**src/rtl/step_sequencer.sv**
```systemverilog
// Microcode T-state sequencer: steps 0..7 through a 3-to-8 decoder, with stall,
// early end-of-instruction, halt at instruction boundaries and a retired-instruction counter.
module step_sequencer #(
  parameter int CNT_W = 8
) (
  input  logic             clk,
  input  logic             rst,
  input  logic             run,
  input  logic             stall,
  input  logic             end_step,
  input  logic             halt,
  input  logic             resume,
  output logic             a,
  output logic             b,
  output logic             c,
  output logic             g1,
  output logic             g2a,
  output logic             g2b,
  output logic [2:0]       step,
  output logic             halted,
  output logic             instr_done,
  output logic [CNT_W-1:0] instr_count
);

  typedef enum logic [1:0] {IDLE, RUN, HALT} state_t;

  localparam logic [CNT_W-1:0] CNT_ONE = {{(CNT_W-1){1'b0}}, 1'b1};

  state_t state;
  logic   halt_pending;
  logic   boundary;

  assign {a, b, c} = step;

  always_comb begin
    boundary = end_step || (step == 3'd7);
  end

  always_ff @(posedge clk) begin
    if (rst) begin
      state        <= IDLE;
      step         <= '0;
      g1           <= 1'b0;
      g2a          <= 1'b1;
      g2b          <= 1'b1;
      halted       <= 1'b0;
      instr_done   <= 1'b0;
      instr_count  <= '0;
      halt_pending <= 1'b0;
    end else begin
      instr_done <= 1'b0;
      case (state)
        IDLE: begin
          if (run) begin
            state <= RUN;
            step  <= '0;
            g1    <= 1'b1;
            g2a   <= 1'b0;
            g2b   <= 1'b0;
          end
        end
        RUN: begin
          if (stall) begin
            // stalled edge: step frozen, decoder disabled next cycle, halt still latched
            g2a <= 1'b1;
            if (halt) halt_pending <= 1'b1;
          end else begin
            g2a <= 1'b0;
            if (boundary) begin
              step        <= '0;
              instr_done  <= 1'b1;
              instr_count <= instr_count + CNT_ONE;
              if (halt_pending || halt) begin
                state        <= HALT;
                g1           <= 1'b0;
                g2a          <= 1'b1;
                g2b          <= 1'b1;
                halted       <= 1'b1;
                halt_pending <= 1'b0;
              end
            end else begin
              step <= step + 3'd1;
              if (halt) halt_pending <= 1'b1;
            end
          end
        end
        HALT: begin
          if (resume) begin
            state  <= RUN;
            step   <= '0;
            g1     <= 1'b1;
            g2a    <= 1'b0;
            g2b    <= 1'b0;
            halted <= 1'b0;
          end
        end
        default: state <= IDLE;
      endcase
    end
  end

endmodule
```
**config.mk**
```make
export PLATFORM = sky130hd
export DESIGN_NAME = step_sequencer
export DESIGN_NICKNAME = d
export VERILOG_FILES = /design/src/rtl/step_sequencer.sv
export SDC_FILE = /design/constraint.sdc
export NUM_CORES = 1
export LEC_CHECK = 0
export BUFFER_PORTS_ARGS = -buffer_cell sky130_fd_sc_hd__buf_4
export CORE_MARGIN = 2
export CORE_UTILIZATION = 54
export DETAILED_ROUTE_END_ITERATION = 10
export GPL_ROUTABILITY_DRIVEN = 0
export PLACE_DENSITY = 0.91
export RECOVER_POWER = 100
export SYNTH_ARGS = -nofsm -noshare
export SYNTH_HDL_FRONTEND = slang
export SYNTH_SLANG_ARGS = --single-unit
```
**constraint.sdc**
```tcl
create_clock -name clk -period 3.2 [get_ports clk]
set_clock_uncertainty 0.2 [all_clocks]
set_input_delay 0.16 -clock clk [delete_from_list [all_inputs] [get_ports clk]]
set_output_delay 0.16 -clock clk [all_outputs]
set_load 0.01 [all_outputs]
```
# After elaboration in Yosys (flattened, before gate mapping)
# Index checks and enable logic that the tools add are counted.
# totals
ff_bits,19
in_bits,7
output_inout_bits,19
word_cells,67
# op_classes
addsub,2
eq_ne,9
muxes,32
n_bitwise,2
reduce_logical,13
# op_table
operator,count
$mux W1,17
$mux W3,4
$mux W2,5
$ne A2 B2 Y1 const B,5
$reduce_and A5 Y1,2
$pmux W1 S3,3
$pmux W3 S3,1
$add A8 B1 Y8 const B,1
$pmux W2 S3,1
$reduce_and A3 Y1,2
$reduce_and A6 Y1,1
$reduce_and A4 Y1,1
$add A3 B1 Y3 const B,1
$eq A3 B3 Y1 const B,1
$ne A3 B2 Y1 const B,1
$reduce_bool A3 Y1,1
$reduce_or A3 Y1,1
$eq A2 B1 Y1 const B,1
$eq A2 B2 Y1 const B,1
$logic_not A2 Y1,1
$logic_or A1 B1 Y1,2
$not A1 Y1,2
$pmux W1 S2,1
$reduce_and A2 Y1,1
$reduce_bool A2 Y1,1

# Depth between registers and ports, before layout
# logic_depth
ltp_word,5
depth_mapped,6
mapped_depth_nobuf,5

# Worst setup path after synthesis
# OpenSTA, ideal clock, no wires.
# synth_path
path_kind,flip-flop to flip-flop
from,register step[0]
to,register instr_count[5]
t_arrival_ns,1.632
path_slack_ns,1.247
stages_incl_launch_ff,7
n_path_buf,1
cell_sequence,dfxtp_1 ha_1 ha_1 nor2_1 buf_2 nor4_1 mux2_2
# synth_via
elab_chain_cells,3
# synth_rtl
element,line,text
start: declaration,19,"output logic [2:0] step,"
start signal: assignment,82,step <= step + 3'd1;
$eq A3 B3 Y1,36,boundary = end_step || (step == 3'd7);
$logic_or A1 B1 Y1,36,
$reduce_and A3 Y1 (no line),-,
end signal: assignment,72,instr_count <= instr_count + CNT_ONE;
end: declaration,22,output logic [CNT_W-1:0] instr_count
# No other way between the ends.
# A chain may end at the register's enable or synchronous reset.

# Worst setup path after layout
# layout_path
from,register step[0]
to,register state[1]
# layout_via
elab_chain_cells,4
# layout_rtl
element,line,text
$eq A3 B3 Y1,36,
$logic_or A1 B1 Y1,36,
$ne A2 B2 Y1 (no line),-,
$reduce_and A5 Y1 (no line),-,
end signal: assignment,41,state <= IDLE;
end signal: assignment,55,state <= RUN;
end signal: assignment,74,state <= HALT;
end: declaration,29,state_t state;
# No other way between the ends.

==> impl_metrics.json <==
{
  "synth_top_area_share": 0.390,
  "arrival_ns": 2.75,
  "timing.rr.end": "state[1]",
  "maxCapViolCount": 0,
  "row_count": 15,
  "syn_area_um2": 975,
  "antenna_found_initial": 0,
  "cts_inserted_buffers": 3,
  "synth_top_area_cell": "dfxtp_1",
  "hold_violations": 0,
  "min-delay-start": "run",
  "coreArea_um2": 1710,
  "layout-drive-gt1-share": 0.110,
  "dp_cells": 150,
  "reg2reg_from": "step[0]",
  "wirelength_um": 2130,
  "whs_path_depth": 4,
  "peakVddDrop_uv": 254,
  "die_y_um": 46.5,
  "diodes": 0,
  "insertion_delay_ns": 0.30,
  "cts_tree": "done",
  "wl_met2_um": 1020,
  "power_density_nw_per_um2": 376,
  "final_nets": 147,
  "ant_nets": 0,
  "critPathLaunchType": "flop",
  "first_global_vias": 870,
  "syn_inst": 107,
  "hold_ws_ns": 0.134,
  "grt_overflow": 0,
  "clock-sinks": 19,
  "cts_root_buf": "clkbuf_4",
  "cp-end-kind": "flop",
  "cts.path.max_buffers": 2,
  "crit_type": "flop to flop",
  "synth_seq_cells": 19,
  "period_needed_ns": 2.71,
  "met3_length_um": 90,
  "ctsResizeCount": 0,
  "setup_viol": 0,
  "rsz0062_at_grt": "false",
  "hold_end": "g2b",
  "synth-main-ff-cell": "dfxtp_1",
  "dpl_cell_area_um2": 1150,
  "final_cell_area_um2": 1160,
  "clk_pin_slew_ns": 0.10,
  "initial_core_util": 0.571,
  "outcome": "complete, no violations",
  "power_mw": 0.438,
  "area_delta_synth_final_pct": 19.5,
  "htreeDepth": 1,
  "ys_types": 37,
  "die_area_um2": 2160,
  "period_share": 0.847,
  "relSlewSlack": 0.605,
  "setup_tns_ns": 0,
  "synthArstFlopShare": 0,
  "critPathMaxFanout": 15,
  "fin_cells": 161,
  "fmax_mhz": 369,
  "ys_seq_area_frac": 0.390,
  "worst_r2r_path_depth": 7,
  "synth_nets": 117,
  "yosys-top-cells-area": "dfxtp_1 39%, mux2_2 4.6%, nor2_1 4.2%",
  "viasPerCell": 5.70,
  "num_vias": 917,
  "remaining_drc_errors": 0,
  "syn_avg_cell_area_um2": 9.11,
  "dp_hpwl_um": 1430,
  "die_w_um": 46.5,
  "hold_class": "primary input to flop",
  "grt_pass1_wl_um": 3570,
  "leakage_nw": 0.443,
  "nFillCells": 149,
  "drv_slew": 0,
  "drtIter0Drc": 18,
  "ys.warnings.count": 0,
  "dr.pass1.iters": 4,
  "tightest_slew_ns": 0.592,
  "cp_data_required_time_ns": 3.24,
  "met1_length_um": 978,
  "top_layer": "met4",
  "top_level_ports": 26,
  "grt_usage": 0.231,
  "post-cts-setup-buffers": 0,
  "rrSetupSlack_ns": 0.49,
  "io_buffers": 25,
  "wl_per_cell_um": 13.2,
  "synth-edff-count": 0,
  "grt_max_degree": 22
}
-- report_power, final --
| group | internal [mW] | switching, mW | leakage, nW |
|---|---|---|---|
| logic | 0.0276 | 0.0361 | 0.273 |
| clock network | 0.0485 | 0.0733 | 0.0150 |
| registers | 0.245 | 0.00754 | 0.155 |
-- worst max-delay path by stage --
| stage | startpoint | to | depth (start not counted) |
|---|---|---|---|
| 2_1_floorplan | step[0] | instr_count[5] | 6 |
| 3_3_place_gp | step[0] | g1 | 6 |
| 3_5_place_dp | step[0] | g1 | 6 |
| 4_1_cts | step[0] | state[1] | 7 |
| 5_1_grt | step[0] | state[1] | 7 |
| 6_report | step[0] | state[1] | 7 |
-- routing by layer --
layer / up-vias / global-route usage
met2: 24 / 0.383
met1: 437 / 0.284
met3: 6 / 0.0314
met4: 0 / 0.126
met5: - / 0
li1: 450 / -
-- what timing repair did --
action                                  4_1_cts  5_1_grt
hold endpoints to repair                      9        0
endpoints found under the setup margin        0        0
hold buffers                                  7        0
-- flip-flops by register name, summed over array words and instances (netlist names) --
| register | count |
|---|---|
| g1 | 1 |
| g2a | 1 |
| g2b | 1 |
| halt_pending | 1 |
| halted | 1 |
| instr_count | 8 |
| instr_done | 1 |
| state | 2 |
| step | 3 |
-- synthesized netlist by cell type (2+ instances only) --
library cell / instances
dfxtp_1: 19
nor2_1: 11
a21oi_1: 6
nor2b_1: 6
nand2_1: 5
mux2_2: 4
nor4_1: 4
buf_4: 3
ha_1: 3
inv_1: 3
mux2i_1: 3
nand3_1: 3
nor3_1: 3
o31ai_1: 3
or4_1: 3
buf_2: 2
clkbuf_1: 2
nand4_1: 2
nand4b_1: 2
o21a_1: 2
or3_1: 2
-- layout make-up --
| cell class | count | area [um^2] | share of cell area |
|---|---|---|---|
| well taps | 25 | 31.3 | 0.0269 |
| inverters | 3 | 11.3 | 0.00967 |
| multi-input cells | 77 | 526 | 0.451 |
| flip-flops and latches | 19 | 380 | 0.327 |
| clock buffers | 4 | 26.3 | 0.0226 |
| repair buffers | 33 | 190 | 0.163 |
-- placed cells by master (no fill, tap or decap), types with 2 or more instances in the layout --
cell and instances:
o31ai_1 3, nor2b_1 6, o21a_1 2, dlygate4sd3_1 7, ha_1 3, buf_4 6, nor3_1 3, inv_1 3
dfxtp_1 19, nand4_1 2, clkbuf_4 3, mux2_2 4, mux2i_1 3, nand2_1 5, clkbuf_1 21, nand3_1 3
nor2_1 11, nand4b_1 2, or3_1 2, nor4_1 5, a21oi_1 6, or4_1 3
-- through the flow --
step                 util  setup WS, ns
floorplan               -          1.25
global placement    0.673          1.22
detailed placement  0.673          1.16
CTS                 0.730         0.640
global route        0.682         0.309
finish              0.682         0.488
-- worst max-delay path, cell delays in order (launching register included) --
cell           delay [ns]
dfxtp_1              0.42
ha_1                 0.18
ha_1                 0.18
nor2_1               0.06
clkbuf_1             0.27
or4_1                0.65
a21oi_1              0.15
dlygate4sd3_1        0.55
-- cell families (layout without fill, tap and decap cells) --
group           count (synthesis)  after routing  share of synthesized area
fa+ha+maj                       3              3                     0.0385
compound gates                 19             19                      0.139
flops                          19             19                      0.390
simple gates                   47             47                      0.280
buf+inv                        11             40                     0.0642
mux                             8              8                     0.0886
(Power assumes the default switching activity.)
